[src/rtl/seg7_pkg.sv]
// Shared 7-segment definitions: active-low glyph codes (a..g, h=DP) and the
// scan-reader state type.
package seg7_pkg;

  localparam logic [7:0] SEG7_PAT_0 = 8'h03;
  localparam logic [7:0] SEG7_PAT_1 = 8'h9F;
  localparam logic [7:0] SEG7_PAT_2 = 8'h25;
  localparam logic [7:0] SEG7_PAT_3 = 8'h0D;
  localparam logic [7:0] SEG7_PAT_4 = 8'h99;
  localparam logic [7:0] SEG7_PAT_5 = 8'h49;
  localparam logic [7:0] SEG7_PAT_6 = 8'h41;
  localparam logic [7:0] SEG7_PAT_7 = 8'h1F;
  localparam logic [7:0] SEG7_PAT_8 = 8'h01;
  localparam logic [7:0] SEG7_PAT_9 = 8'h09;
  localparam logic [7:0] SEG7_PAT_A = 8'h11;
  localparam logic [7:0] SEG7_PAT_B = 8'hC1;
  localparam logic [7:0] SEG7_PAT_C = 8'h63;
  localparam logic [7:0] SEG7_PAT_D = 8'h85;
  localparam logic [7:0] SEG7_PAT_E = 8'h61;
  localparam logic [7:0] SEG7_PAT_F = 8'h71;
  localparam logic [7:0] SEG7_BLANK = 8'hFF;

  typedef enum logic [1:0] {IDLE, SETTLE, HELD} state_t;

endpackage

[src/rtl/seg7_pat_dec.sv]
// Combinational decode of a 7-bit active-low abcdefg pattern to a hex value,
// flagging legal glyphs (hit) and the all-off pattern (blank).
module seg7_pat_dec
  import seg7_pkg::*;
(
  input  logic [6:0] pat,
  output logic       hit,
  output logic       blank,
  output logic [3:0] hex
);

  always_comb begin
    // NOTE: every output gets a default first so no path leaves it unassigned,
    // which would otherwise infer a latch.
    hit = 1'b1;
    hex = 4'h0;
    case (pat)
      SEG7_PAT_0[7:1]: hex = 4'h0;
      SEG7_PAT_1[7:1]: hex = 4'h1;
      SEG7_PAT_2[7:1]: hex = 4'h2;
      SEG7_PAT_3[7:1]: hex = 4'h3;
      SEG7_PAT_4[7:1]: hex = 4'h4;
      SEG7_PAT_5[7:1]: hex = 4'h5;
      SEG7_PAT_6[7:1]: hex = 4'h6;
      SEG7_PAT_7[7:1]: hex = 4'h7;
      SEG7_PAT_8[7:1]: hex = 4'h8;
      SEG7_PAT_9[7:1]: hex = 4'h9;
      SEG7_PAT_A[7:1]: hex = 4'hA;
      SEG7_PAT_B[7:1]: hex = 4'hB;
      SEG7_PAT_C[7:1]: hex = 4'hC;
      SEG7_PAT_D[7:1]: hex = 4'hD;
      SEG7_PAT_E[7:1]: hex = 4'hE;
      SEG7_PAT_F[7:1]: hex = 4'hF;
      default:         hit = 1'b0;
    endcase
    blank = (pat == SEG7_BLANK[7:1]);
  end

endmodule

[src/rtl/seg7_scan_decoder.sv]
// Scanned 7-segment bus reader: captures each digit once per stable episode.
// Define SEG7_DEC_ERRCNT_EN to add the saturating illegal-capture counter oERR_CNT.
module seg7_scan_decoder
  import seg7_pkg::*;
#(
  parameter int NUM_DIG        = 4,
  parameter int STABLE_CYC     = 4,
  parameter int SEL_ACTIVE_LOW = 1
) (
  input  logic                 iCLK,
  input  logic                 iRST,
  input  logic [7:0]           iSEG,
  input  logic [NUM_DIG-1:0]   iSEL,
  input  logic                 iERR_CLR,
  output logic [4*NUM_DIG-1:0] oDIG,
  output logic [NUM_DIG-1:0]   oDP,
  output logic [NUM_DIG-1:0]   oVALID,
  output logic                 oUPD,
  output logic [2:0]           oUPD_IDX,
  output logic                 oERR
`ifdef SEG7_DEC_ERRCNT_EN
  ,
  output logic [7:0]           oERR_CNT
`endif
);

  localparam logic [7:0] CNT_SAT = 8'(STABLE_CYC);
  localparam logic [7:0] CNT_CAP = 8'(STABLE_CYC - 1);

  logic [7:0]         seg_q;
  logic [NUM_DIG-1:0] sel_q;
  logic [7:0]         stable_cnt;
  state_t             state;

  logic               changed;
  logic               in_onehot;
  logic               capture;
  logic               illegal;
  logic [NUM_DIG-1:0] sel_en;
  logic [NUM_DIG-1:0] sel_en_q;
  logic [2:0]         cap_idx;
  logic               pat_hit;
  logic               pat_blank;
  logic [3:0]         pat_hex;

  assign changed   = ({iSEG, iSEL} != {seg_q, sel_q});
  assign sel_en    = (SEL_ACTIVE_LOW != 0) ? ~iSEL  : iSEL;
  assign sel_en_q  = (SEL_ACTIVE_LOW != 0) ? ~sel_q : sel_q;
  assign in_onehot = $onehot(sel_en);
  assign capture   = !changed && (state == SETTLE) && (stable_cnt == CNT_CAP);
  assign illegal   = capture && !pat_hit && !pat_blank;

  always_comb begin
    cap_idx = 3'd0;
    for (int i = 0; i < NUM_DIG; i++)
      if (sel_en_q[i]) cap_idx = 3'(i);
  end

  seg7_pat_dec u_pat_dec (
    .pat   (seg_q[7:1]),
    .hit   (pat_hit),
    .blank (pat_blank),
    .hex   (pat_hex)
  );

  // Samples reset to zero, so whatever is on the bus after reset reads as a change.
  always_ff @(posedge iCLK or posedge iRST) begin
    if (iRST) begin
      seg_q      <= '0;
      sel_q      <= '0;
      stable_cnt <= '0;
      state      <= IDLE;
    end else begin
      // NOTE: sequential state uses non-blocking assignments so every register
      // sees pre-edge values regardless of statement order.
      seg_q <= iSEG;
      sel_q <= iSEL;
      if (changed) begin
        stable_cnt <= '0;
        state      <= in_onehot ? SETTLE : IDLE;
      end else begin
        if (stable_cnt != CNT_SAT) stable_cnt <= stable_cnt + 8'd1;
        if (capture)               state      <= HELD;
      end
    end
  end

  always_ff @(posedge iCLK or posedge iRST) begin
    if (iRST) begin
      oDIG     <= '0;
      oDP      <= '0;
      oVALID   <= '0;
      oUPD     <= 1'b0;
      oUPD_IDX <= '0;
      oERR     <= 1'b0;
    end else begin
      oUPD <= capture;
      if (capture) oUPD_IDX <= cap_idx;
      for (int i = 0; i < NUM_DIG; i++) begin
        if (capture && sel_en_q[i]) begin
          oDP[i]    <= ~seg_q[0];
          oVALID[i] <= pat_hit;
          if (pat_hit) oDIG[4*i +: 4] <= pat_hex;
        end
      end
      // Later assignment wins: an illegal capture overrides a same-cycle clear.
      if (iERR_CLR) oERR <= 1'b0;
      if (illegal)  oERR <= 1'b1;
    end
  end

`ifdef SEG7_DEC_ERRCNT_EN
  always_ff @(posedge iCLK or posedge iRST) begin
    if (iRST) begin
      oERR_CNT <= '0;
    end else if (illegal) begin
      if (iERR_CLR)               oERR_CNT <= 8'd1;
      else if (oERR_CNT != 8'hFF) oERR_CNT <= oERR_CNT + 8'd1;
    end else if (iERR_CLR) begin
      oERR_CNT <= '0;
    end
  end
`endif

endmodule

[config.mk]
export PLATFORM = sky130hd
export DESIGN_NAME = seg7_scan_decoder
export DESIGN_NICKNAME = d
export VERILOG_FILES = /design/src/rtl/seg7_pkg.sv /design/src/rtl/seg7_pat_dec.sv /design/src/rtl/seg7_scan_decoder.sv
export SDC_FILE = /design/constraint.sdc
export NUM_CORES = 1
export LEC_CHECK = 0
export CAP_MARGIN = 20
export CORE_MARGIN = 2
export CORE_UTILIZATION = 57
export DETAILED_ROUTE_END_ITERATION = 10
export GPL_ROUTABILITY_DRIVEN = 1
export PLACE_DENSITY = 0.95
export SKIP_CTS_REPAIR_TIMING = 1
export SYNTH_ARGS = -nofsm -noshare
export SYNTH_HDL_FRONTEND = slang
export SYNTH_SLANG_ARGS = --single-unit
[constraint.sdc]
create_clock -name iCLK -period 5.7 [get_ports iCLK]
set_clock_uncertainty 0.05 [all_clocks]
set_input_delay 1.71 -clock iCLK [delete_from_list [all_inputs] [get_ports iCLK]]
set_output_delay 1.71 -clock iCLK [all_outputs]
set_load 0.1 [all_outputs]
[Word level (Yosys, flattened, before mapping)]
Cells that the tools add are included.
Word-level totals
  word-level logic and storage cells: 79
  bits of input ports: 15
  output and inout bits: 29
  flip-flop bits (word level): 51
Operators by class
  mux-type cells: 12
  equal/unequal tests: 21
  reduce and logical (&&, ||, !) cells: 20
  bitwise operators: 3
  $add $sub $neg: 4
Operator list (count)
  case mux 4 bit (15 select lines): 1
  equality test 7 x 6 -> 1 bit, second input constant: 5
  equality test 7 bit, second input constant: 5
  2-to-1 mux 8 bit: 2
  OR reduction 16 bit: 1
  equality test 7 x 3 -> 1 bit, second input constant: 2
  equality test 7 x 4 -> 1 bit, second input constant: 2
  != test 12 bit: 1
  adder 8 x 1 -> 8 bit, second input constant: 1
  equality test 8 x 2 -> 1 bit, second input constant: 1
  logical AND 1 bit: 8
  != test 8 x 3 -> 1 bit, second input constant: 1
  inverter 4 bit: 2
  AND reduction 2 bit: 4
  equality test 7 x 1 -> 1 bit, second input constant: 1
  equality test 7 x 5 -> 1 bit, second input constant: 1
  logical NOT 7 bit: 1
  2-to-1 mux 3 bit: 2
  nonzero test 2 bit: 3
  2-to-1 mux 1 bit: 5
  adder 1 x 1 -> 2 bit: 2
  2-to-1 mux 2 bit: 2
  adder 2 x 2 -> 3 bit: 1
  equality test 3 x 1 -> 1 bit, second input constant: 1
  other kinds (3): 5

[Depth between registers and ports, before layout]
Gate-level depths: netlist (run 1).
  depth in word-level cells: 7
  depth in mapped cells: 8
  gate-level depth less buffers: 7

[By module]
Synthesis (run 1) repeated with hierarchy kept, for this count alone.
Unflattened totals
  cells, all modules: 231
  area total of the unflattened synthesis: 2635.0 sq um
By module, submodules not included
  seg7_scan_decoder: instances 1, area an instance 2269.7 sq um, seq. area each 1251.2 sq um, cells an instance 176
  seg7_pat_dec: instances 1, area an instance 365.4 sq um, seq. area each 0.0 sq um, cells an instance 55

[Worst setup path before layout (run 1)]
No wires, ideal clock.
  path kind: input to register
  from: input port iSEG[0]
  to: register oDIG[10]
  buffers on the path: 1
  cell stages on the path: 7
  setup time: 0.128 ns
  arrival: 3.319 ns
  path slack: 2.203 ns
  data required time: 5.522 ns
  cells stage by stage: xor2_1 > nor4_2 > or4b_1 > buf_2 > inv_4 > o211ai_4 > mux2_1
On the way
  word-level cells in the longest chain between the ends: 6
Ends and longest elaborated chain
  start: declaration: RTL line seg7_scan_decoder.sv:12  | input logic [7:0] iSEG,
  != test 12 bit: RTL line seg7_scan_decoder.sv:46  | assign changed = ({iSEG, iSEL} != {seg_q, sel_q});
  logical NOT 1 bit: RTL line seg7_scan_decoder.sv:50  | assign capture = !changed && (state == SETTLE) && (stable_cnt == CNT_CAP);
  logical AND 1 bit (2 in series): RTL line seg7_scan_decoder.sv:50
  net capture: RTL line seg7_scan_decoder.sv:37  | logic capture;
  logical AND 1 bit: RTL line seg7_scan_decoder.sv:100  | if (capture && sel_en_q[i]) begin
  AND reduction 2 bit (no source line)
  end signal: indexed assignment: RTL line seg7_scan_decoder.sv:103  | if (pat_hit) oDIG[4*i +: 4] <= pat_hex;
  end: declaration: RTL line seg7_scan_decoder.sv:15  | output logic [4*NUM_DIG-1:0] oDIG,
The timed path passes the listed nets, and every way through them passes these cells.
A chain may end at the register's enable or synchronous reset.

[Final worst setup path (run 1)]
  from: input port iSEG[0]
  to: register oDIG[4]
The elaborated chain is that of the path after synthesis.

==> results of run 1 <==
-- worst max-delay path, cell delays in order --
cell,delay (ns)
clkdlybuf4s50_1,0.44
xor2_1,0.17
nor4_2,0.36
or4b_1,0.73
inv_4,0.25
o211ai_4,0.14
mux2_1,0.36
-- metrics by stage --
step	total power [mW]	hold WS, ns	instances	utilization, %
after CTS	0.6889	0.4584	315	71.50
after detailed placement	0.4392	0.4375	307	68.89
after global placement	0.4367	0.4272	307	68.89
final	0.6854	0.4501	316	71.96
after global routing	0.7128	0.4777	316	71.96
after floorplan	0.4178	0.4409	226	-
-- cell usage in the layout (no fill, tap or decap), types with 4 or more instances in the layout --
cell type	n
dfrtp_1	50
clkdlybuf4s50_1	42
mux2_1	16
inv_1	13
nor2_1	13
o21ai_0	12
nand2_1	10
xor2_1	10
xnor2_1	9
nand3_1	5
nand4_1	5
clkbuf_8	5
nor4bb_1	4
a21oi_1	4
o211ai_4	4
o31ai_1	4
ha_1	4
-- kinds of logic after synthesis --
kind of cell | Yosys count
buf+inv | 28
flops | 50
fa+ha+maj | 5
other cells | 1
mux | 18
simple gates | 62
xor+xnor | 19
compound gates | 43
-- where the power goes --
| part | leakage (nW) | switching, mW | internal [mW] | total (mW) |
|---|---|---|---|---|
| sequential | 0.670 | 0.0149 | 0.360 | 0.375 |
| combinational | 0.650 | 0.0314 | 0.0279 | 0.0593 |
| clock | 0.0585 | 0.120 | 0.132 | 0.251 |
| total | 1.38 | 0.166 | 0.519 | 0.685 |
-- cell type report --
class,instances,share of cell area [%]
clock buffers,5,2.212
clock inverters,3,1.407
well taps,52,2.091
flip-flops and latches,50,40.21
repair buffers,43,14.15
multi-input cells,148,38.04
inverters,15,1.890
-- worst paths after layout --
path | startpoint | end | slack (ns) | cells after the start
max in group asynchronous | iRST | sel_q[3] | 3.62 | 3
worst max register to register | stable_cnt[0] | oDIG[4] | 2.88 | 7
min in group asynchronous | iRST | seg_q[3] | 1.53 | 2
worst min-delay path | oDIG[9] | oDIG[9] | 0.45 | 1
worst min register to register | oDIG[9] | oDIG[9] | 0.45 | 1
worst max-delay path | iSEG[0] | oDIG[4] | 1.69 | 7
-- flip-flops by register name (all words and copies together), names as in the netlist --
register and flops:
oUPD 1, oDP 4, oERR 1, oVALID 4, stable_cnt 8, state 2, oDIG 16, seg_q 8
oUPD_IDX 2, sel_q 4
-- layer usage --
layer / global-route usage (%) / share of wire [%] / vias up
met5: 0 / 0 / -
met4: 9.015 / 2.9 / 0
met3: 5.840 / 5.4 / 14
met2: 36.03 / 50 / 74
met1: 29.35 / 42 / 897
li1: - / - / 888
==> flow_summary.yaml, run 1 <==
logic_synthesis:
  ys_top_cells_by_area: "dfrtp_1 (49%), mux2_1 (7.0%), xor2_1 (3.4%)"
  synth_mux_area_share_pct: 7.828
  synthCells: 226
  syn-num-nets: 246
  synth_top_area_share_pct: 48.92
  synth_compound_area_share_pct: 14.09
  synth_area_leader_cell: "dfrtp_1"
  ys_types: 53
  synth_top_family_by_area: "simple AND/OR/NAND/NOR gates"
  synth_edf_count: 0
  ys_ff_latch: 50
  synth_ff_type: "dfrtp_1"
  synth_xor_area_share_pct: 6.507
  ys_warn_count: 0
  synth-simple-area-share_pct: 14.97
  synth_adder_area_share_pct: 2.740
  synth-async-reset-ratio_pct: 100.0
  syn_area_um2: 2557
  synth.most_common_cell: "dfrtp_1"
  seq_area_frac_synth_pct: 48.92
  synthTopCellsByCount: "dfrtp_1 (50), mux2_1 (16), inv_1 (14), nor2_1 (13), o21ai_0 (12)"
  syn_avg_cell_area_um2: 11.32
detailed_routing:
  drtPass1Iterations: 4
  route.detailed.drc: 0
  via_per_inst: 5.927
  detail-route-antenna-nets: 0
  drt_iter0_drc: 104
  totalWireLength_um: 5140
  wl_per_cell_um: 16.27
  vias: 1873
placed_design:
  placed_cell_area_um2: 2979
  port-buffer-count: 42
  gp_congestion: 0.8892
  hpwl_um: 3827
  place_ws_ns: 1.359
run_status:
  status: "finished, final reports clean"
clock_tree:
  clkLatencyLatePin_ns: 0.31
  cts.sinks: 50
  cts_buffers: 5
  clk_pin_slew_ns: 0.09
  clockRootBuffer: "clkbuf_8"
  cts_tree: "built"
  htree_levels: 2
  clockBufferDepth: 2
sta:
  period_share_pct: 70.39
  drv_slew: 0
  maxSlewHeadroom_pct: 33.72
  grt_setup_unrepaired: "no"
  setup_tns_ns: 0
  setup_viol: 0
  post-route-min-period_ns: 4.012
  fmax_ghz: 0.2493
  worst_slew_pin_slew_ns: 0.9911
  layout_setup_ws_ns: 1.688
  hold_violations: 0
floorplanning:
  io_pins: 44
  die_h_um: 70.99
  start_util_pct: 59.14
  core-area_um2: 4324
  die_w_um: 70.99
  die_area_um2: 5039
  row_count: 24
cells_and_area:
  fillers: 342
  drive_gt1_share_pct: 8.712
  design_area_um2: 3112
  multi_input_area_um2: 1184
  regArea_um2: 1251
  synthToLayoutAreaGrowth_pct: 21.67
  final_nets: 283
  antenna_cells: 0
critical_path:
  critPathKind: "in2reg"
  end_kind: "flop"
  cp_data_required_time_ns: 5.85
  critPathArrivalTime_ns: 4.16
  path_max_fanout: 16
  start_kind: "input port"
global_route:
  grt_pass1_wl_um: 8845
  grt_pass1_vias: 1828
  antenna_found_initial: 0
  grt_max_degree: 51
  track_usage_pct: 22.45
  grt_overflow: 0
power_and_ir_drop:
  pwr_density_cell_nw_per_um2: 220.3
  peakVddDrop_uv: 154.0
  leakage_nw: 1.378
hold_path:
  hp-class: "reg2reg"
run:
  maxCapViolCount: 0
Power figures use the tool's default switching activity.
==> run 2: changes to the inputs <==
--- a/config.mk
+++ b/config.mk
@@ -7,10 +7,10 @@
 export LEC_CHECK = 0
 export CAP_MARGIN = 20
 export CORE_MARGIN = 2
-export CORE_UTILIZATION = 57
+export CORE_UTILIZATION = 53
 export DETAILED_ROUTE_END_ITERATION = 10
 export GPL_ROUTABILITY_DRIVEN = 1
-export PLACE_DENSITY = 0.95
+export PLACE_DENSITY = 0.9
 export SKIP_CTS_REPAIR_TIMING = 1
 export SYNTH_ARGS = -nofsm -noshare
 export SYNTH_HDL_FRONTEND = slang
==> constraint.sdc (replaced) <==
create_clock -name iCLK -period 3.7 [get_ports iCLK]
set_clock_uncertainty 0.05 [all_clocks]
set_input_delay 1.11 -clock iCLK [delete_from_list [all_inputs] [get_ports iCLK]]
set_output_delay 1.11 -clock iCLK [all_outputs]
set_load 0.1 [all_outputs]
==> flow_summary.yaml, run 2 (synthesis results as in run 1) <==
run_status:
  status: "finished, final reports clean"
critical_path:
  end_kind: "flop"
  path_max_fanout: 7
  r2r_cells: 5
  cp.depth: 7
  r2r_setup_slack_ns: 0.99
  start_kind: "input port"
  critPathKind: "in2reg"
  crit_start: "iSEL[2]"
  critical-path-top-delay-family: "simple AND/OR/NAND/NOR gates"
  critPathArrivalTime_ns: 3.34
  rr_endpoint: "oDIG[5]"
  path_buf_inv: 2
  cp_data_required_time_ns: 3.84
  max_stage_delay_ns: 0.61
  crit_slowest_cell: "or4b_1"
  r2r_start: "seg_q[2]"
  crit_chain: "clkdlybuf4s50_1 > xor2_1 > nor4_2 > or4b_1 > inv_4 > o211ai_4 > mux2_1"
sta:
  worst_slew_pin_slew_ns: 0.6957
  period_share_pct: 86.58
  maxSlewHeadroom_pct: 53.49
  fmax_ghz: 0.3122
  setup_tns_ns: 0
  setup_viol: 0
  drv_slew: 0
  post-route-min-period_ns: 3.203
  grt_setup_unrepaired: "no"
  hold_violations: 0
detailed_routing:
  route.detailed.drc: 0
  via_per_inst: 5.940
  wl_per_cell_um: 16.53
  drt_iter0_drc: 184
  totalWireLength_um: 5274
  detail-route-antenna-nets: 0
  drtPass1Iterations: 4
  vias: 1895
cells_and_area:
  antenna_cells: 0
  fillers: 351
  largest_register_ffs: 16
  drive_gt1_share_pct: 19.62
  design_area_um2: 3043
  top_regs: "oDIG x16, seg_q x8, stable_cnt x8"
  layout_commonest_cell: "dfrtp_1"
  layout_common_cells: "dfrtp_1 (50), buf_4 (30), mux2_1 (16)"
  final_util_pct: 64.85
  multi_input_area_um2: 1184
  regMostFlops: "oDIG"
  final_nets: 284
  regArea_um2: 1251
  synthToLayoutAreaGrowth_pct: 18.98
power_and_ir_drop:
  pwr_density_cell_nw_per_um2: 351.2
  peakVddDrop_uv: 192.7
  fin_total_pwr_mw: 1.069
  leakage_nw: 1.436
global_route:
  track_usage_pct: 21.21
  grt_max_degree: 28
  grt_overflow: 0
  grt_pass1_vias: 1802
  grt_pass1_wl_um: 8797
  antenna_found_initial: 0
placed_design:
  hpwl_um: 3700
  port-buffer-count: 42
  placed_cell_area_um2: 2927
  gp_congestion: 0.8632
floorplanning:
  row_count: 25
  die_h_um: 73.47
  io_pins: 44
  core-area_um2: 4692
  die_area_um2: 5397
  die_w_um: 73.47
  start_util_pct: 54.51
clock_tree:
  cts_buffers: 5
  clkLatencyLatePin_ns: 0.31
  cts_tree: "built"
  htree_levels: 2
  clockRootBuffer: "clkbuf_8"
  cts.sinks: 50
  clk_pin_slew_ns: 0.09
  clockBufferDepth: 2
hold_path:
  min_from: "oDIG[1]"
  whs_path_depth: 1
  hold_end: "oDIG[1]"
  hp-class: "reg2reg"
run:
  maxCapViolCount: 0
-- run 2: cell count changes in the layout (fill, tap and decap cells not counted), sizes merged --
cell and delta:
buf +29, clkdlybuf4s50 -28
-- run 2: how the worst max path moves through the flow --
stage,endpoint
final,oDIG[5]
after global routing,oDIG[5]
after global placement,oDIG[5]
after floorplan,oDIG[10]
after detailed placement,oDIG[3]
after CTS,oDIG[5]
-- run 2: cell type report --
type | instances | area share, %
clock buffers | 5 | 2.262
clock inverters | 3 | 1.562
inverters | 15 | 1.933
multi-input cells | 148 | 38.90
flip-flops and latches | 50 | 41.12
well taps | 54 | 2.220
repair buffers | 44 | 12.01
-- run 2: where the power goes --
| group | internal (mW) | switching [mW] | leakage [nW] |
|---|---|---|---|
| logic | 0.0416 | 0.0479 | 0.707 |
| registers | 0.554 | 0.0234 | 0.670 |
| clock network | 0.205 | 0.196 | 0.0587 |
-- run 2: layer usage --
layer | vias to the layer above | track usage (%) | wire (um)
met2 | 71 | 34.03 | 2600
met5 | - | 0 | 0
met4 | 0 | 6.263 | 91
met3 | 16 | 3.841 | 275
met1 | 917 | 29.48 | 2307
li1 | 891 | - | -
-- run 2: worst register-to-register path: stages (launching register included) --
cell and delay, ns:
dfrtp_1 0.66, or4bb_1 0.54, a2111oi_0 0.53, a211o_2 0.33, o211ai_4 0.13, mux2_1 0.35
-- run 2: stage by stage --
stage,setup WS (ns),hold WS (ns),instances
final,0.4966,0.4482,319
after global placement,0.2398,0.4223,311
after floorplan,0.8031,0.4409,226
after detailed placement,0.1771,0.4330,311
after CTS,0.4881,0.4557,319
after global routing,0.3333,0.4619,319
